==> src/rtl/seq_bit_serializer.sv <==
// Parallel-in/serial-out word serializer feeding the 1001 sequence detectors.
// Emits one bit per clk. Back-to-back words produce a gap-free bit stream.
module seq_bit_serializer #(
    parameter int   WIDTH     = 8,
    parameter int   MSB_FIRST = 1,
    parameter logic IDLE_BIT  = 1'b0
) (
    input  logic             clk,
    input  logic             rst,
    input  logic [WIDTH-1:0] in_data,
    input  logic             in_valid,
    output logic             in_ready,
    output logic             ser_out,
    output logic             ser_valid,
    output logic             frame_start,
    output logic             frame_end,
    output logic             busy
);

    localparam int CNT_W = (WIDTH > 2) ? $clog2(WIDTH) : 1;
    localparam logic [CNT_W-1:0] LAST = CNT_W'(WIDTH - 1);

    typedef enum logic {
        IDLE  = 1'b0,
        SHIFT = 1'b1
    } state_t;

    state_t           state, state_n;
    logic [CNT_W-1:0] bit_cnt, bit_cnt_n;
    logic [WIDTH-1:0] shift_reg, shift_reg_n;
    logic             ser_out_n;
    logic             ser_valid_n;
    logic             frame_start_n;
    logic             frame_end_n;
    logic             accept;
    logic             last_bit;

    // A new word may be taken when idle or while the last bit is on the line.
    assign last_bit = (state == SHIFT) && (bit_cnt == LAST);
    assign in_ready = !rst && ((state == IDLE) || last_bit);
    assign accept   = in_valid && in_ready;
    assign busy     = (state == SHIFT);

    // State, counter, shift register and registered serial outputs.
    always_ff @(posedge clk) begin
        if (rst) begin
            state       <= IDLE;
            bit_cnt     <= '0;
            shift_reg   <= '0;
            ser_out     <= IDLE_BIT;
            ser_valid   <= 1'b0;
            frame_start <= 1'b0;
            frame_end   <= 1'b0;
        end else begin
            state       <= state_n;
            bit_cnt     <= bit_cnt_n;
            shift_reg   <= shift_reg_n;
            ser_out     <= ser_out_n;
            ser_valid   <= ser_valid_n;
            frame_start <= frame_start_n;
            frame_end   <= frame_end_n;
        end
    end

    // Next-state logic: load on accept, otherwise shift or fall back to idle.
    // shift_reg keeps the word aligned so the next bit sits one place behind
    // the bit already on ser_out.
    always_comb begin
        state_n       = state;
        bit_cnt_n     = bit_cnt;
        shift_reg_n   = shift_reg;
        ser_out_n     = IDLE_BIT;
        ser_valid_n   = 1'b0;
        frame_start_n = 1'b0;
        frame_end_n   = 1'b0;
        if (accept) begin
            state_n       = SHIFT;
            bit_cnt_n     = '0;
            shift_reg_n   = in_data;
            ser_valid_n   = 1'b1;
            frame_start_n = 1'b1;
            if (MSB_FIRST != 0) begin
                ser_out_n = in_data[WIDTH-1];
            end else begin
                ser_out_n = in_data[0];
            end
        end else if ((state == SHIFT) && !last_bit) begin
            bit_cnt_n   = bit_cnt + CNT_W'(1);
            ser_valid_n = 1'b1;
            frame_end_n = (bit_cnt_n == LAST);
            if (MSB_FIRST != 0) begin
                ser_out_n   = shift_reg[WIDTH-2];
                shift_reg_n = {shift_reg[WIDTH-2:0], 1'b0};
            end else begin
                ser_out_n   = shift_reg[1];
                shift_reg_n = {1'b0, shift_reg[WIDTH-1:1]};
            end
        end else if (last_bit) begin
            state_n   = IDLE;
            bit_cnt_n = '0;
        end
    end

endmodule
==> config.mk <==
export PLATFORM = sky130hd
export DESIGN_NAME = seq_bit_serializer
export DESIGN_NICKNAME = d
export VERILOG_FILES = /design/src/rtl/seq_bit_serializer.sv
export SDC_FILE = /design/constraint.sdc
export NUM_CORES = 1
export LEC_CHECK = 0
export ABC_AREA = 1
export BUFFER_PORTS_ARGS = -buffer_cell sky130_fd_sc_hd__buf_2
export CORE_MARGIN = 4
export CORE_UTILIZATION = 30
export CTS_CLUSTER_SIZE = 24
export DETAILED_ROUTE_END_ITERATION = 10
export HOLD_SLACK_MARGIN = 0.12
export PLACE_DENSITY = 0.53
export SLEW_MARGIN = 5
export SYNTH_ARGS = -nofsm -noshare
export SYNTH_HDL_FRONTEND = slang
export SYNTH_SLANG_ARGS = --single-unit
==> constraint.sdc <==
create_clock -name clk -period 1.7 [get_ports clk]
set_clock_uncertainty 0.15 [all_clocks]
set_input_delay 0.085 -clock clk [delete_from_list [all_inputs] [get_ports clk]]
set_output_delay 0.085 -clock clk [all_outputs]
set_load 0.05 [all_outputs]
== Word-level counts from Yosys, hierarchy flattened ==
Index checks and enable logic that the tools add are counted.
Operators by class
  $add $sub $neg: 1
  multipliers: 0
  divide/modulo/power cells: 0
  order comparisons: 0
  eq/ne operators: 3
  shifts and indexed selects: 0
  muxes and demuxes: 12
  bitwise gates (word level): 2
  reduce and logical (&&, ||, !) cells: 13
Operators by type and width (number)
  $mux 7: 2
  $mux 1: 8
  $eq 3x3->1 const B: 2
  $mux 3: 2
  $reduce_bool 2->1: 3
  $logic_and 1x1->1: 4
  $add 3x1->3 const B: 1
  $reduce_or 3->1: 1
  $logic_not 1->1: 2
  $ne 2x2->1 const B: 1
  $not 1->1: 2
  $reduce_and 2->1: 1
  $reduce_or 2->1: 1
  $logic_or 1x1->1: 1
Word-level totals
  flip-flop bits (word level): 15
  bits in latches: 0
  RAM bits: 0
  bits in read-only memories: 0
  bits of input ports: 11
  output and inout port bits: 6
  word-level logic and storage cells: 38
  memories kept: 0

== Depth between registers and ports, before layout ==
Gate-level depths: netlist of run 1.
  depth after elaboration: 7
  mapped depth: 9
  depth with buffers taken out: 9

== Worst setup path before layout of run 1 ==
OpenSTA, ideal clock, no wires.
  path kind: reg-to-reg
  start point: register bit_cnt[0]
  end point: register bit_cnt[2]
  setup time: 0.115 ns
  arrival: 1.363 ns
  required time: 1.435 ns
  path slack: 0.072 ns
  stages on the path, launching flop included: 10
  path buffers: 0
  period minus slack after synthesis: 1.628 ns
  cell sequence: dfxtp_1 -> ha_1 -> ha_1 -> inv_1 -> nand2_4 -> inv_6 -> nor2_4 -> nand2_2 -> nand2_2 -> a21oi_2
On the way
  longest elaborated chain between the ends: 6
  elaborated cells between the ends (all ways): 11
  classes of those cells: 1 x add/sub; 1 x eq/ne; 1 x mux; 8 x reduce/logical
RTL lines
  start, declared: line 29  | logic [CNT_W-1:0] bit_cnt, bit_cnt_n;
  start signal, assigned: line 56  | bit_cnt <= bit_cnt_n;
  $eq 3x3->1: line 39  | assign last_bit = (state == SHIFT) && (bit_cnt == LAST);
  $logic_and 1x1->1: line 39
  $logic_or 1x1->1: line 40  | assign in_ready = !rst && ((state == IDLE) || last_bit);
  $logic_and 1x1->1: line 40
  via in_ready: line 12  | output logic in_ready,
  $logic_and 1x1->1: line 41  | assign accept = in_valid && in_ready;
  $reduce_or 2->1 (no line)
The timed path passes the listed nets, and every way through them passes these cells.
A chain may end at the register's enable or synchronous reset.

== Final worst setup path of run 1 ==
  start point: register bit_cnt[1]
  end point: output port in_ready
On the way
  longest elaborated chain between the ends: 4
RTL lines (line)
  $eq 3x3->1: 39
  $logic_and 1x1->1: 39
  $logic_or 1x1->1: 40
  $logic_and 1x1->1: 40
  end, declared: 12
No other way between the ends.

==> metrics.md, run 1 <==
| Metric | Value |
|---|---|
| Seq/Total Area, Yosys | 42.7% |
| Origin of the critical flop-to-flop path | bit_cnt[0]$_SDFFE_PP0P_ |
| Critical path data required time | 1460 ps |
| Starting density of the core | 31.8% |
| Setup TNS | 0 ps |
| Remaining global-route overflow | 0 |
| Clock Pin Slew Worst Setup and Hold Paths | 90 ps |
| Insertion delay of the later-clocked pin in the worst-skew pair | 280 ps |
| Count of different cell masters after synthesis | 18 |
| Startpoint types | flop |
| Max cap viols | 0 |
| Number of remaining DRC errors | 0 |
| Min cycle time layout | 1640 ps |
| Post-Syn Nets | 108 |
| Worst R2R Setup Slack | 130 ps |
| Synth Area per Inst | 7.48 um2 |
| Commonest register cell after synthesis | sky130_fd_sc_hd__dfxtp_1 |
| Width of the die | 56.4 um |
| Count leader, synth | sky130_fd_sc_hd__nor2_1 |
| Power density normalized to cell area | 743 nW/um2 |
| Critical setup path kind | flop to primary output |
| Number of buffers inserted by port buffering | 16 |
| Post-Place Cell Area | 806 um2 |
| Critical Path Fanout Max | 3 |
| Actual transition at the worst max-transition pin | 315 ps |
| Reg2Reg Depth | 9 |
| Maximum number of pins on one net before global-route repair | 14 |
| Total count of max-transition violations in the final report | 0 |
| Clock Sink Count | 15 |
| Number of nets in the layout | 140 |
| Area leader, netlist | sky130_fd_sc_hd__dfxtp_1 |
| Routed wire per std cell | 10.6 um |
| Global-route total usage across every layer | 11.2% |
| First-pass iteration count of the detailed router | 4 |
| Number of rows created at floorplan | 17 |
| Height of the die | 56.4 um |
| Critical path capture point type | primary output |
| Half-perimeter wire length of the detailed placement result | 1.09 mm |
| Final WS setup | 61.4 ps |
| Clock tree from TritonCTS | built |
| Initial antenna violation count | 0 |
| Worst hold path class | flop to flop |
| Post-layout instance area | 986 um2 |
| Clock tree root buffer cell | sky130_fd_sc_hd__clkbuf_4 |
| Leakage power | 0.443 nW |
| Proportion of netlist area held by the largest area contributor | 42.7% |
| Outcome | finished clean |
| Final number of hold-violating endpoints | 0 |
| Arrival time worst endpoint | 1400 ps |
| Worst ir drop on vdd | 0.000597 V |
| Share of flip-flops with an asynchronous set or reset | 0% |
| Via count | 649 |
| Last weighted congestion value of the routability-driven placer | 0.779 |
| Post-Syn Instances | 94 |
| Number of flip-flops under the largest register name | 7 |
| Iter 0 DRT Violations | 2 |
| Synthesized flop and latch total | 15 |
| Ys Warns | 0 |
| CP Launch Point | bit_cnt[1]$_SDFFE_PP0P_ |
| Endpoints failing setup | 0 |
| Post-DRT Antenna Nets | 0 |
| Cell types with the largest area share after synthesis | sky130_fd_sc_hd__dfxtp_1, sky130_fd_sc_hd__nor2_1, sky130_fd_sc_hd__nand2_1, sky130_fd_sc_hd__ha_1, sky130_fd_sc_hd__inv_1 |
| Period utilization | 96.4% |
| Die area | 3180 um2 |
| Vias in the first global route | 621 |
| Worst Hold Path Cells | 2 |
| Ranking of synthesized cells by instance count | sky130_fd_sc_hd__nor2_1, sky130_fd_sc_hd__nand2_1, sky130_fd_sc_hd__dfxtp_1 |
| Area Growth Syn to Fin | 40.2% |
| Highest Clock Rate | 0.610 GHz |
| Relative max-transition margin | 79.0% |
| Floorplan Core Area | 2210 um2 |
| DRT Wirelength | 1.63 mm |
| Post-place setup slack | 159 ps |
| Filler instances | 255 |
| N_diodes | 0 |
| Clock Tree Buf Depth | 2 |
| Number of synthesized flops with an enable pin | 0 |
| Number of buffers created by CTS | 3 |
| Global-route wire length before repair | 2.73 mm |
| DR vias/cell | 4.24 |
| Reg2reg end | shift_reg[4]$_SDFFE_PP0P_ |
| IO Count | 17 |
| Capture point of the worst path | in_ready |
| Share of post-route cells with drive strength above 1 | 32.0% |
| Post-Syn Area | 703 um2 |
| # H-tree levels | 1 |
[report_power, final]
group / leakage (nW) / total (mW) / internal [mW] / switching, mW
clock: 0.0177 / 0.204 / 0.0875 / 0.117
combinational: 0.302 / 0.152 / 0.0610 / 0.0910
sequential: 0.123 / 0.376 / 0.367 / 0.00891
[worst min-delay path by stage]
stage / startpoint / end
2_1_floorplan: rst / in_ready
3_3_place_gp: in_data[0] / shift_reg[0]$_SDFFE_PP0P_
3_5_place_dp: in_data[0] / shift_reg[0]$_SDFFE_PP0P_
4_1_cts: shift_reg[0]$_SDFFE_PP0P_ / shift_reg[0]$_SDFFE_PP0P_
5_1_grt: shift_reg[0]$_SDFFE_PP0P_ / shift_reg[0]$_SDFFE_PP0P_
6_report: shift_reg[6]$_SDFFE_PP0P_ / ser_out$_SDFF_PP0_
[routing by layer]
metal / vias up / share of wire (%) / global-route usage, %
li1: 352 / - / -
met1: 283 / 45 / 13.8
met2: 10 / 50 / 18.2
met3: 4 / 3.8 / 4.14
met4: 0 / 1.5 / 3.05
met5: - / 0 / 0
[per-stage QoR]
step | std cells | power [mW] | util, % | hold WS, ps
5_1_grt | 153 | 0.783 | 44.6 | 359
3_3_place_gp | 136 | 0.504 | 36.4 | 231
3_5_place_dp | 136 | 0.506 | 36.4 | 228
2_1_floorplan | 94 | 0.473 | - | 86.4
4_1_cts | 152 | 0.743 | 43.6 | 339
6_report | 153 | 0.732 | 44.6 | 335
[critical path, cell delays in order (launching register included)]
cell and delay, ps:
sky130_fd_sc_hd__dfxtp_2 360, sky130_fd_sc_hd__ha_2 190, sky130_fd_sc_hd__ha_4 120, sky130_fd_sc_hd__inv_2 30, sky130_fd_sc_hd__nand2_4 80, sky130_fd_sc_hd__inv_8 40, sky130_fd_sc_hd__nor2_4 140, sky130_fd_sc_hd__buf_8 160
[layout make-up]
type	instances	area (um2)	area share [%]
sequential	15	303	30.7
tap	28	35.0	3.55
multi-input combinational	63	348	35.3
timing repair buffer	29	213	21.6
inverter	14	60.1	6.09
clock inverter	1	5.00	0.508
clock buffer	3	22.5	2.28
[placed cells by master (no fill, tap or decap), types with 3 or more instances in the layout]
| master | count |
|---|---|
| sky130_fd_sc_hd__nor2_1 | 21 |
| sky130_fd_sc_hd__nand2_1 | 20 |
| sky130_fd_sc_hd__buf_2 | 15 |
| sky130_fd_sc_hd__dfxtp_1 | 13 |
| sky130_fd_sc_hd__dlygate4sd3_1 | 10 |
| sky130_fd_sc_hd__inv_1 | 9 |
| sky130_fd_sc_hd__nand4_1 | 6 |
| sky130_fd_sc_hd__inv_2 | 4 |
| sky130_fd_sc_hd__a21oi_2 | 3 |
| sky130_fd_sc_hd__clkbuf_4 | 3 |
| sky130_fd_sc_hd__buf_4 | 3 |
[cells by family after synthesis]
kind of cell,Yosys count,synth area share [%]
buf+inv,16,9.96
simple gates,54,34.5
compound gates,6,7.47
fa+ha+maj,3,5.34
flops,15,42.7
[repair_timing]
item | CTS | global route
endpoints found under the hold margin | 14 | 0
gates resized for setup | 6 | 4
setup endpoints to repair | 1 | 4
hold buffers | 10 | 0
pin swaps | 0 | 1
setup buffers | 2 | 1
Note: power is estimated with default switching activity, not from simulation.
==> inputs of run 2 (changes only) <==
CAP_MARGIN = 30   (was default)
RECOVER_POWER = 25   (was default)
==> metrics.md, run 2 (same netlist as run 1, synthesis figures left out) <==
| Metric | Value |
|---|---|
| Outcome | finished clean (unchanged) |
| Initial antenna violation count | 0 (unchanged) |
| Last weighted congestion value of the routability-driven placer | 0.779 (unchanged) |
| Routed wire per std cell | 10.7 um (was 10.6 um) |
| Max incr delay on CP | 360 ps (about the same) |
| Actual transition at the worst max-transition pin | 592 ps (was 315 ps) |
| Clock Sink Count | 15 (unchanged) |
| Critical Path Fanout Max | 3 (unchanged) |
| Flop pwr share | 51.5% (was 51.4%) |
| DR vias/cell | 4.24 (unchanged) |
| Total count of max-transition violations in the final report | 0 (unchanged) |
| Final number of hold-violating endpoints | 0 (unchanged) |
| Critical setup path kind | flop to primary output (unchanged) |
| Net switching power of the design | 0.217 mW (about the same) |
| Insertion delay of the later-clocked pin in the worst-skew pair | 280 ps (about the same) |
| Worst hold path class | flop to flop (unchanged) |
| Min cycle time layout | 1640 ps (about the same) |
| Die area | 3180 um2 (unchanged) |
| Number of remaining DRC errors | 0 (unchanged) |
| Number of buffers created by CTS | 3 (unchanged) |
| Net switching share of the total power | 29.7% (was 29.6%) |
| Post-layout instance area | 980 um2 (was 986 um2) |
| Global-route total usage across every layer | 11.2% (unchanged) |
| Sum of buffers and inverters on the critical path | 3 (unchanged) |
| Master of the slowest instance on the critical path | sky130_fd_sc_hd__dfxtp_2 (unchanged) |
| Area Growth Syn to Fin | 39.3% (was 40.2%) |
| Origin of the critical flop-to-flop path | bit_cnt[0]$_SDFFE_PP0P_ (unchanged) |
| Floorplan Core Area | 2210 um2 (unchanged) |
| Area taken by multi-input logic gates | 348 um2 (unchanged) |
| Post-DRT Antenna Nets | 0 (unchanged) |
| Power density normalized to cell area | 746 nW/um2 (was 743 nW/um2) |
| Number of nets in the layout | 140 (unchanged) |
| Clock power frac | 27.9% (about the same) |
| Global-route wire length before repair | 2.73 mm (unchanged) |
| Min Hold Slack | 335 ps (about the same) |
| Comb power frac | 20.6% (was 20.8%) |
| Clock Tree Buf Depth | 2 (unchanged) |
| Iter 0 DRT Violations | 2 (unchanged) |
| Highest-count cells in the layout ignoring fill and taps | sky130_fd_sc_hd__nor2_1, sky130_fd_sc_hd__nand2_1, sky130_fd_sc_hd__dfxtp_1 (was sky130_fd_sc_hd__nor2_1, sky130_fd_sc_hd__nand2_1, sky130_fd_sc_hd__buf_2) |
| Via count | 649 (unchanged) |
| IO Count | 17 (unchanged) |
| Number of rows created at floorplan | 17 (unchanged) |
| CP Launch Point | bit_cnt[1]$_SDFFE_PP0P_ (unchanged) |
| Commonest non-fill, non-tap cell in the layout | sky130_fd_sc_hd__nor2_1 (unchanged) |
| Area used by sequential logic in the layout | 303 um2 (unchanged) |
| Worst ir drop on vdd | 0.000596 V (was 0.000597 V) |
| Filler instances | 258 (was 255) |
| Critical path capture point type | primary output (unchanged) |
| Width of the die | 56.4 um (unchanged) |
| Endpoints failing setup | 0 (unchanged) |
| Arrival time worst endpoint | 1400 ps (about the same) |
| Family with the most delay on the worst path | flip-flops (unchanged) |
| Share of post-route cells with drive strength above 1 | 28.0% (was 32.0%) |
| Post-Place Cell Area | 806 um2 (unchanged) |
| Starting density of the core | 31.8% (unchanged) |
| Number of flip-flops under the largest register name | 7 (unchanged) |
| Maximum number of pins on one net before global-route repair | 14 (unchanged) |
| Critical path data required time | 1460 ps (about the same) |
| Clock tree root buffer cell | sky130_fd_sc_hd__clkbuf_4 (unchanged) |
| Clock Pin Slew Worst Setup and Hold Paths | 90 ps (about the same) |
| # H-tree levels | 1 (unchanged) |
| Half-perimeter wire length of the detailed placement result | 1.09 mm (unchanged) |
| Leakage power | 0.423 nW (was 0.443 nW) |
| Vias in the first global route | 621 (unchanged) |
| Remaining global-route overflow | 0 (unchanged) |
| Crit path cell chain | ha_2, ha_4, inv_2, nand2_4, inv_8, nor2_4, buf_8 (unchanged) |
| Hold path start | shift_reg[6]$_SDFFE_PP0P_ (unchanged) |
| Highest Clock Rate | 0.610 GHz (about the same) |
| DRT Wirelength | 1.64 mm (was 1.63 mm) |
| Max cap viols | 0 (unchanged) |
| Period utilization | 96.4% (about the same) |
| Internal Pwr Total | 0.514 mW (was 0.516 mW) |
| First-pass iteration count of the detailed router | 4 (unchanged) |
| Number of buffers inserted by port buffering | 16 (unchanged) |
| Height of the die | 56.4 um (unchanged) |
| Clock tree from TritonCTS | built (unchanged) |
| Relative max-transition margin | 60.7% (was 79.0%) |
| N_diodes | 0 (unchanged) |
| Startpoint types | flop (unchanged) |
-- run 2: cell count changes in the layout (fill, tap and decap cells not counted) --
cell / delta
sky130_fd_sc_hd__clkbuf_1: +5
sky130_fd_sc_hd__buf_2: -5
-- run 2: per-layer routing --
layer,share of wire [%],vias up,GRT usage (%),wire (um)
met4,1.5,0,3.05,24
met1,45,283,13.8,737
met5,0,-,0,0
met2,49,10,18.2,809
met3,3.9,4,4.14,63
li1,-,352,-,-
-- run 2: worst paths after layout --
check	to	slack [ps]	depth (start not counted)
worst min register to register	ser_out$_SDFF_PP0_	330	2
worst max-delay path	in_ready	60	7
worst min-delay path	ser_out$_SDFF_PP0_	330	2
worst max register to register	shift_reg[4]$_SDFFE_PP0P_	130	9
-- run 2: worst min-delay path: stages, from the launching register on --
cell                      delay [ps]
sky130_fd_sc_hd__dfxtp_1         320
sky130_fd_sc_hd__nand2_1          60
sky130_fd_sc_hd__a21oi_1          60
-- run 2: what timing repair did --
item	CTS	global route
setup buffers	2	1
setup endpoints to repair	1	4
endpoints found under the hold margin	14	0
pin swaps	0	1
gates resized for setup	6	4
hold buffers	10	0
-- run 2: final cells by class --
type | instances | area share [%]
Multi-Input combinational cell | 63 | 35.5
Sequential cell | 15 | 30.9
Timing Repair Buffer | 29 | 21.1
Inverter | 14 | 6.13
Tap cell | 28 | 3.58
Clock buffer | 3 | 2.30
Clock inverter | 1 | 0.511
-- run 2: stage by stage --
stage	utilization (%)	setup TNS [ps]	setup slack (ps)	std cells	power [mW]
after floorplan	-	0	71.6	94	0.473
after global placement	36.4	0	203	136	0.504
after detailed placement	36.4	0	159	136	0.506
after CTS	43.6	0	37.2	152	0.743
after global routing	44.3	-5.86	-5.86	153	0.782
final	44.3	0	61.4	153	0.731
-- run 2: power by group through the flow --
stage	sequential, mW	clock (mW)	combinational (mW)
detailed placement	0.384	0	0.122
floorplan	0.401	0	0.0713
finish	0.376	0.204	0.151
global route	0.379	0.239	0.165
CTS	0.376	0.217	0.150
global placement	0.384	0	0.121
